==> src/rtl/uart_rx_ext.sv <==
// Oversampling UART receiver: 16x ticks, 3-sample majority vote, parity/stop/break checks.
// Define UART_RX_FIFO_EN for a show-ahead FIFO output buffer; otherwise a single holding register is used.
module uart_rx_ext #(
  parameter int CLK_FRE     = 50,
  parameter int BAUD_RATE   = 9600,
  parameter int DATA_WIDTH  = 8,
  parameter int PARITY_ON   = 0,
  parameter int PARITY_TYPE = 0,
  parameter int STOP_BITS   = 1,
  parameter int FIFO_DEPTH  = 16
) (
  input  logic                          i_clk_sys,
  input  logic                          i_rst_n,
  input  logic                          i_uart_rx,
  output logic [DATA_WIDTH-1:0]         o_data,
  output logic                          o_valid,
  input  logic                          i_ready,
  output logic                          o_parity_err,
  output logic                          o_frame_err,
  output logic                          o_overrun,
  output logic                          o_break,
  input  logic                          i_err_clr,
  output logic [$clog2(FIFO_DEPTH):0]   o_fifo_count
);

  localparam int DIV   = (CLK_FRE * 1000000) / (BAUD_RATE * 16);
  localparam int DIV_W = $clog2(DIV);
  localparam int CNT_W = $clog2(FIFO_DEPTH) + 1;
  localparam logic [DIV_W-1:0] DIV_LAST = DIV_W'(DIV - 1);
  localparam logic [3:0] LAST_BIT  = 4'(DATA_WIDTH - 1);
  localparam logic       LAST_STOP = 1'(STOP_BITS - 1);
  localparam logic       PAR_EN    = (PARITY_ON != 0);
  localparam logic       PAR_ODD   = (PARITY_TYPE != 0);

  typedef enum logic [2:0] {
    ST_IDLE,
    ST_START,
    ST_DATA,
    ST_PARITY,
    ST_STOP,
    ST_BREAK_WAIT
  } state_t;

  // Line synchroniser and edge detection
  logic [1:0] sync_q;
  logic       rxs;
  logic       rxs_prev_q;
  logic       fall;

  always_ff @(posedge i_clk_sys or negedge i_rst_n) begin
    if (!i_rst_n) begin
      sync_q     <= 2'b11;
      rxs_prev_q <= 1'b1;
    end else begin
      sync_q     <= {sync_q[0], i_uart_rx};
      rxs_prev_q <= sync_q[1];
    end
  end

  assign rxs  = sync_q[1];
  assign fall = rxs_prev_q & ~rxs;

  // Receiver state
  state_t                  state_q, state_d;
  logic [DIV_W-1:0]        div_cnt_q, div_cnt_d;
  logic [3:0]              tick_cnt_q, tick_cnt_d;
  logic [1:0]              smp_q, smp_d;
  logic [3:0]              bit_cnt_q, bit_cnt_d;
  logic                    stop_cnt_q, stop_cnt_d;
  logic [DATA_WIDTH-1:0]   shift_q, shift_d;
  logic                    ones_q, ones_d;
  logic                    par_acc_q, par_acc_d;
  logic                    par_bad_q, par_bad_d;
  logic                    armed_q, armed_d;
  logic [3:0]              idle_cnt_q, idle_cnt_d;
  logic                    push_q, push_d;
  logic [DATA_WIDTH-1:0]   push_data_q, push_data_d;
  logic                    push_perr_q, push_perr_d;
  logic                    frame_set_q, frame_set_d;
  logic                    brk_q, brk_d;

  logic tick;
  logic bit_mid;
  logic bit_end;
  logic maj;

  assign tick    = (div_cnt_q == DIV_LAST);
  assign bit_mid = tick && (tick_cnt_q == 4'd9);
  assign bit_end = tick && (tick_cnt_q == 4'd15);
  // Samples from ticks 7 and 8 are held; the tick-9 sample is the live line
  assign maj     = (smp_q[0] & smp_q[1]) | (smp_q[0] & rxs) | (smp_q[1] & rxs);

  always_comb begin
    state_d     = state_q;
    div_cnt_d   = tick ? '0 : div_cnt_q + DIV_W'(1);
    tick_cnt_d  = tick_cnt_q;
    smp_d       = smp_q;
    bit_cnt_d   = bit_cnt_q;
    stop_cnt_d  = stop_cnt_q;
    shift_d     = shift_q;
    ones_d      = ones_q;
    par_acc_d   = par_acc_q;
    par_bad_d   = par_bad_q;
    armed_d     = armed_q;
    idle_cnt_d  = idle_cnt_q;
    push_d      = 1'b0;
    push_data_d = push_data_q;
    push_perr_d = 1'b0;
    frame_set_d = 1'b0;
    brk_d       = 1'b0;

    if (tick && (state_q != ST_IDLE)) begin
      tick_cnt_d = tick_cnt_q + 4'd1;
      if (tick_cnt_q == 4'd7) smp_d[0] = rxs;
      if (tick_cnt_q == 4'd8) smp_d[1] = rxs;
    end

    unique case (state_q)
      ST_IDLE: begin
        if (tick) begin
          if (!rxs) begin
            idle_cnt_d = '0;
          end else if (idle_cnt_q == 4'd15) begin
            armed_d = 1'b1;
          end else begin
            idle_cnt_d = idle_cnt_q + 4'd1;
          end
        end
        if (armed_q && fall) begin
          state_d    = ST_START;
          div_cnt_d  = '0;
          tick_cnt_d = '0;
          bit_cnt_d  = '0;
          stop_cnt_d = 1'b0;
          ones_d     = 1'b0;
          par_acc_d  = 1'b0;
          par_bad_d  = 1'b0;
        end
      end

      ST_START: begin
        if (bit_mid && maj) begin
          state_d = ST_IDLE;
        end else if (bit_end) begin
          state_d = ST_DATA;
        end
      end

      ST_DATA: begin
        if (bit_mid) begin
          shift_d   = {maj, shift_q[DATA_WIDTH-1:1]};
          ones_d    = ones_q | maj;
          par_acc_d = par_acc_q ^ maj;
        end
        if (bit_end) begin
          if (bit_cnt_q == LAST_BIT) begin
            bit_cnt_d = '0;
            state_d   = PAR_EN ? ST_PARITY : ST_STOP;
          end else begin
            bit_cnt_d = bit_cnt_q + 4'd1;
          end
        end
      end

      ST_PARITY: begin
        if (bit_mid) begin
          ones_d    = ones_q | maj;
          par_bad_d = ((par_acc_q ^ maj) != PAR_ODD);
        end
        if (bit_end) state_d = ST_STOP;
      end

      ST_STOP: begin
        if (bit_mid) begin
          if (!maj) begin
            armed_d    = 1'b0;
            idle_cnt_d = '0;
            if (!ones_q) begin
              brk_d   = 1'b1;
              state_d = ST_BREAK_WAIT;
            end else begin
              frame_set_d = 1'b1;
              state_d     = ST_IDLE;
            end
          end else if (stop_cnt_q == LAST_STOP) begin
            // Leave mid stop bit so the next start edge is caught on time
            push_d      = 1'b1;
            push_data_d = shift_q;
            push_perr_d = par_bad_q;
            armed_d     = 1'b1;
            state_d     = ST_IDLE;
          end
        end else if (bit_end) begin
          stop_cnt_d = stop_cnt_q + 1'b1;
        end
      end

      ST_BREAK_WAIT: begin
        if (rxs) begin
          armed_d    = 1'b0;
          idle_cnt_d = '0;
          state_d    = ST_IDLE;
        end
      end

      default: state_d = ST_IDLE;
    endcase
  end

  always_ff @(posedge i_clk_sys or negedge i_rst_n) begin
    if (!i_rst_n) begin
      state_q     <= ST_IDLE;
      div_cnt_q   <= '0;
      tick_cnt_q  <= '0;
      smp_q       <= 2'b11;
      bit_cnt_q   <= '0;
      stop_cnt_q  <= 1'b0;
      shift_q     <= '0;
      ones_q      <= 1'b0;
      par_acc_q   <= 1'b0;
      par_bad_q   <= 1'b0;
      armed_q     <= 1'b1;
      idle_cnt_q  <= '0;
      push_q      <= 1'b0;
      push_data_q <= '0;
      push_perr_q <= 1'b0;
      frame_set_q <= 1'b0;
      brk_q       <= 1'b0;
    end else begin
      state_q     <= state_d;
      div_cnt_q   <= div_cnt_d;
      tick_cnt_q  <= tick_cnt_d;
      smp_q       <= smp_d;
      bit_cnt_q   <= bit_cnt_d;
      stop_cnt_q  <= stop_cnt_d;
      shift_q     <= shift_d;
      ones_q      <= ones_d;
      par_acc_q   <= par_acc_d;
      par_bad_q   <= par_bad_d;
      armed_q     <= armed_d;
      idle_cnt_q  <= idle_cnt_d;
      push_q      <= push_d;
      push_data_q <= push_data_d;
      push_perr_q <= push_perr_d;
      frame_set_q <= frame_set_d;
      brk_q       <= brk_d;
    end
  end

  // Output buffer
  logic pop;
  logic wr_en;
  logic overrun_set;

`ifdef UART_RX_FIFO_EN
  localparam int AW = $clog2(FIFO_DEPTH);

  logic [DATA_WIDTH-1:0] mem_q [FIFO_DEPTH];
  logic [AW-1:0]         wr_ptr_q, rd_ptr_q;
  logic [CNT_W-1:0]      count_q;
  logic                  full;

  assign full        = (count_q == CNT_W'(FIFO_DEPTH));
  assign pop         = (count_q != '0) && i_ready;
  assign wr_en       = push_q && (!full || pop);
  assign overrun_set = push_q && full && !pop;

  always_ff @(posedge i_clk_sys) begin
    if (wr_en) mem_q[wr_ptr_q] <= push_data_q;
  end

  always_ff @(posedge i_clk_sys or negedge i_rst_n) begin
    if (!i_rst_n) begin
      wr_ptr_q <= '0;
      rd_ptr_q <= '0;
      count_q  <= '0;
    end else begin
      if (wr_en) wr_ptr_q <= wr_ptr_q + AW'(1);
      if (pop)   rd_ptr_q <= rd_ptr_q + AW'(1);
      if (wr_en && !pop) begin
        count_q <= count_q + CNT_W'(1);
      end else if (pop && !wr_en) begin
        count_q <= count_q - CNT_W'(1);
      end
    end
  end

  // Memory is not reset, so the head is masked while empty
  assign o_data       = (count_q != '0) ? mem_q[rd_ptr_q] : '0;
  assign o_valid      = (count_q != '0);
  assign o_fifo_count = count_q;
`else
  logic [DATA_WIDTH-1:0] hold_q;
  logic                  valid_q;

  assign pop         = valid_q && i_ready;
  assign wr_en       = push_q && (!valid_q || pop);
  assign overrun_set = push_q && valid_q && !pop;

  always_ff @(posedge i_clk_sys or negedge i_rst_n) begin
    if (!i_rst_n) begin
      hold_q  <= '0;
      valid_q <= 1'b0;
    end else if (wr_en) begin
      hold_q  <= push_data_q;
      valid_q <= 1'b1;
    end else if (pop) begin
      valid_q <= 1'b0;
    end
  end

  assign o_data       = hold_q;
  assign o_valid      = valid_q;
  assign o_fifo_count = CNT_W'(valid_q);
`endif

  // Sticky flags: a set in the same cycle as a clear wins
  logic perr_q, ferr_q, ovr_q;

  always_ff @(posedge i_clk_sys or negedge i_rst_n) begin
    if (!i_rst_n) begin
      perr_q <= 1'b0;
      ferr_q <= 1'b0;
      ovr_q  <= 1'b0;
    end else begin
      perr_q <= (push_q && push_perr_q) | (perr_q & ~i_err_clr);
      ferr_q <= frame_set_q | (ferr_q & ~i_err_clr);
      ovr_q  <= overrun_set | (ovr_q & ~i_err_clr);
    end
  end

  assign o_parity_err = perr_q;
  assign o_frame_err  = ferr_q;
  assign o_overrun    = ovr_q;
  assign o_break      = brk_q;

endmodule

==> config.mk <==
export PLATFORM = sky130hd
export DESIGN_NAME = uart_rx_ext
export DESIGN_NICKNAME = d
export VERILOG_FILES = /design/src/rtl/uart_rx_ext.sv
export SDC_FILE = /design/constraint.sdc
export NUM_CORES = 1
export LEC_CHECK = 0
export BUFFER_PORTS_ARGS = -buffer_cell sky130_fd_sc_hd__buf_2
export CAP_MARGIN = 5
export CELL_PAD_IN_SITES_DETAIL_PLACEMENT = 1
export CELL_PAD_IN_SITES_GLOBAL_PLACEMENT = 2
export CORE_MARGIN = 5
export CORE_UTILIZATION = 36
export CTS_BUF_LIST = sky130_fd_sc_hd__clkbuf_16
export CTS_CLUSTER_DIAMETER = 200
export DETAILED_ROUTE_END_ITERATION = 12
export GPL_TIMING_DRIVEN = 0
export PLACE_DENSITY = 0.77
export SLEW_MARGIN = 10
export SYNTH_ARGS = -nofsm -noshare
export SYNTH_HDL_FRONTEND = slang
export SYNTH_SLANG_ARGS = --single-unit
==> constraint.sdc <==
create_clock -name i_clk_sys -period 2.3 [get_ports i_clk_sys]
set_input_delay 0.69 -clock i_clk_sys [delete_from_list [all_inputs] [get_ports i_clk_sys]]
set_output_delay 0.69 -clock i_clk_sys [all_outputs]
set_load 0.01 [all_outputs]
# After elaboration in Yosys (flattened, before gate mapping)
# Index checks and enable logic that the tools add are counted.
# Widths: inputs -> output; s select.
# totals
regBits,66
out_inout_bits,18
in_bits,5
wordCells,175
# classes
add_sub_neg,5
bitwise,17
n_reduce_logical,34
n_mux,64
n_eq_ne,30
# ops
op,n
$mux 4,12
$mux 3,11
$mux 1,30
$ne 2x2->1 const B,14
$mux 9,3
$pmux 3 s6,1
$eq 4x4->1 const B,4
$add 4x1->4 const B,3
$pmux 4 s3,1
$reduce_and 3->1,4
$logic_and 1x1->1,10
$reduce_bool 2->1,5
$add 9x1->9 const B,1
$eq 9x9->1 const B,1
$ne 3x3->1 const B,3
$eq 4x3->1 const B,2
$pmux 1 s2,4
$pmux 4 s2,1
$reduce_and 4->1,2
$reduce_and 8->1,1
$and 1x1->1,7
$reduce_and 7->1,1
$eq 3x2->1 const B,2
$eq 3x3->1 const B,2
other kinds (14),25

# Depth between registers and ports, before layout
# depth
ltp_word,6
depth_mapped,8
mapped_depth_nobuf,7

# Least setup slack after synthesis
# No wires, ideal clock.
# synth_path
kind,register -> register
from,register div_cnt_q[3]
to,register push_data_q[0]
t_required_ns,2.175
t_arrival_ns,2.231
setup_time_ns,0.125
synth_period_minus_slack_ns,2.356
path_slack_ns,-0.056
path_buffers,2
stages_incl_launch_ff,7
path_cell_list,dfrtp_1 -> or4b_1 -> buf_2 -> or2_0 -> buf_2 -> nor4_4 -> mux2_2
# synth_between
elab_chain_cells,3
# synth_lines
item,line_no,rtl
start: declaration,65,"logic [DIV_W-1:0] div_cnt_q, div_cnt_d;"
start signal: assignment,231,div_cnt_q <= div_cnt_d;
$eq 9x9->1,87,assign tick = (div_cnt_q == DIV_LAST);
$logic_and 1x1->1,88,assign bit_mid = tick && (tick_cnt_q == 4'd9);
$reduce_and 4->1 (no line),--,
end signal: assignment,243,push_data_q <= push_data_d;
end: declaration,77,"logic [DATA_WIDTH-1:0] push_data_q, push_data_d;"
# No other way between the ends.
# A chain may end at the register's enable or synchronous reset.

# Worst setup path after layout
# layout_path
from,register div_cnt_q[7]
to,register push_data_q[0]
# The elaborated chain is that of the path after synthesis.

==> metrics.md <==
| Metric | Value |
|---|---|
| # setup viols final | 0 |
| Slowest cell delay on critical path | 610 ps |
| Ports | 23 |
| Crit path DAT | 2460 ps |
| Area contributors post-synth | dfrtp_1, mux2_2, dfstp_2, nand2_1, ha_1 |
| Yosys reg bits | 66 |
| Final Non-Filler Cells | 426 |
| CP Capture Type | flop |
| DR pass1 iterations | 4 |
| DR DRC count | 0 |
| Top-area cell type share of the netlist area | 49.4% |
| Crit Path Class | flop to flop |
| Max FO, Critical Path | 6 |
| Die H | 102 um |
| Initial antenna violation count | 0 |
| Total gr overflow | 0 |
| Core Area | 8220 sq um |
| Worst hold path type | input port to asynchronous set/reset pin |
| GRT Overall Usage | 14.0% |
| Final critical-path share of the clock period | 97.7% |
| Pleak | 1.80 nW |
| Synth async-reset ratio | 100% |
| Crit path required time | 2510 ps |
| Status | complete, no violations |
| # hold bufs at CTS | 0 |
| Largest net degree at the start of global routing | 47 |
| CTS H-tree lvls | 3 |
| Fmax | 445 MHz |
| Top_reg_cell synth | dfrtp_1 |
| Slowest CP cell | or4b_4 |
| Max-Cap Viols | 0 |
| CTS max path bufs | 2 |
| Design area | 3780 sq um |
| Chip width | 102 um |
| Final WL | 6570 um |
| Number of synthesis warnings | 0 |
| Placed cell areas | 3300 sq um |
| Cts bufs inserted | 9 |
| Final net count | 328 |
| Worst path cell trace | or4b_4 > or2_0 > buf_4 > nor4_4 > buf_4 > clkbuf_16 > mux2_4 |
| Pre-CTS setup slack | -464 ps |
| Synth unique cells | 50 |
| Startpoint Class | flop |
| Layout cell share with drive strength beyond 1 | 33.0% |
| Total negative slack | 0 ps |
| Max Slew Vio Count | 0 |
| First-pass GRT wire length | 11300 um |
| Pwr Density | 664 nW/um^2 |
| Syn Inst Count | 271 |
| Port bufs | 18 |
| Post-Syn Area per Cell | 11.2 sq um |
| Clock Sinks | 66 |
| Post-DP HPWL | 4490 um |
| Ant. Diodes | 0 |
| Reg clk slew, reported paths | 60 ps |
| Placed cells | 398 |
| Worst path bufs/invs | 3 |
| Hold Fails Final Rpt | 0 |
| Vias in the first global route | 2267 |
| Routability congestion estimate | 0.772 |
| Vias/cell | 5.03 |
| RSZ-0062 raised after global routing | true |
| Area growth from synthesis to layout | 24.6% |
| Setup ws final | 53.7 ps |
| EDFF count, synth | 0 |
| VDD IR max | 0.000302 V |
| Cell row count | 33 |
| Critical path's most frequent cell | buf_4 |
| Clock Skews | 8.48 ps |
| Post-DR wirelength/cell | 15.4 um |
| Via Count | 2143 |
| CTS root buffer | clkbuf_16 |
| Worst skew pair latency | 330 ps |
| Post-route ant nets | 0 |
| Sequential share of the synthesized area | 54.6% |
| Minimum clock period | 2250 ps |
| Biggest area consumer among synthesized cells | dfrtp_1 |
| Die area | 10400 sq um |
| Initial DRC Count | 66 |
| CTS tree | built |
| CP top delay family | simple AND/OR/NAND/NOR gates |
| Post-Syn Area | 3040 sq um |
| Starting Density | 37.0% |
[cells in the mapped netlist (all sizes together) (2+ instances only)]
cell type / n
xor2: 5
mux2i: 4
buf: 8
clkbuf: 3
o41ai: 2
nor3b: 2
xnor2: 6
nor2: 20
nor4: 3
a21o: 4
a21oi: 3
dfstp: 6
and3: 4
nand2b: 2
nand4: 5
or2: 5
nor3: 8
nand3: 12
a31oi: 2
dfrtp: 60
nand3b: 2
a22o: 2
nand2: 25
mux2: 25
o21ai: 12
nand4b: 2
nor2b: 4
a41oi: 2
inv: 11
ha: 7
[kinds of logic (layout without fill, tap and decap cells)]
logic type                 after synthesis  after routing  share of synthesized area [%]
buffers and inverters                   22             69                           3.42
other                                    1              4                          0.123
DFF                                     66             66                           54.6
and+or+nand+nor                        100            100                           17.4
adders and majority gates                8              8                           3.21
muxes                                   29             29                           10.6
AOI/OAI and AO/OA                       34             34                           7.42
xor gates and xnor gates                11             11                           3.17
[worst paths after layout]
check	start	end	slack, ps	cells after the start
setup reg to reg	div_cnt_q[7]	push_data_q[0]	50	7
setup / recovery	div_cnt_q[7]	push_data_q[0]	50	7
max in group asynchronous	i_rst_n	smp_q[1]	1480	2
min in group i_clk_sys	sync_q[0]	sync_q[1]	350	0
hold reg to reg	sync_q[0]	sync_q[1]	350	0
hold / removal	i_rst_n	o_data[4]	240	1
[report_power, final]
part	switching, mW	internal (mW)
Sequential	0.00335	1.17
Clock	0.553	0.747
Combinational	0.0297	0.0135
Total	0.587	1.93
[repair_timing]
| item | CTS | global route |
|---|---|---|
| pin swaps | 3 | 2 |
| gates resized for setup | 12 | 8 |
| gates cloned | 0 | 1 |
| setup endpoints to repair | 24 | 24 |
| hold endpoints to repair | 0 | 0 |
| buffers inserted | 6 | 7 |
[worst reg2reg max path: cells and delay by family, from the launching register on]
kind / cells / cell delay, ps
buffers and inverters: 3 / 480
AND/OR/NAND/NOR: 3 / 980
flip-flops: 1 / 380
multiplexers: 1 / 300
[cell type report]
type,instances,area (sq um)
clock inverters,7,60.1
well taps,105,131
inverters,11,41.3
clock buffers,9,225
multi-input cells,186,1360
plain buffers,9,56.3
flip-flops and latches,66,1660
fillers,904,4430
repair buffers,33,255
[registers in the layout, indices dropped and copies added, names as in the netlist, 2 cells and up]
signal       cells
push_data_q      8
shift_q          8
o_data           8
idle_cnt_q       4
sync_q           2
state_q          3
div_cnt_q        9
bit_cnt_q        4
tick_cnt_q       4
smp_q            2
[through the flow]
step                total power, mW  hold WS (ps)  util (%)
floorplan                      1.20           345         -
global placement               1.23           346      39.8
detailed placement             1.24           347      40.2
CTS                            2.55           246      44.8
global route                   2.62           252      46.0
finish                         2.51           240      46.0
[placed cells by master, fill, tap and decap left out, drive strengths merged, types with 7 or more instances in the layout]
| master | synthesis | routed |
|---|---|---|
| mux2 | 25 | 25 |
| nand2 | 25 | 25 |
| buf | 8 | 39 |
| nand3 | 12 | 12 |
| inv | 11 | 15 |
| dfrtp | 60 | 60 |
| o21ai | 12 | 12 |
| nor2 | 20 | 20 |
| nor3 | 8 | 8 |
| ha | 7 | 7 |
| clkbuf | 3 | 12 |
[routing by layer]
layer | wire length, um | vias up | share of wire, % | GRT usage [%]
met1 | 3220 | 1061 | 49 | 18.9
met4 | 142 | 0 | 2.2 | 7.77
met5 | 0 | - | 0 | 0
li1 | - | 1043 | - | -
met3 | 207 | 10 | 3.2 | 2.66
met2 | 3000 | 29 | 46 | 21.3
Power figures use the tool's default switching activity.
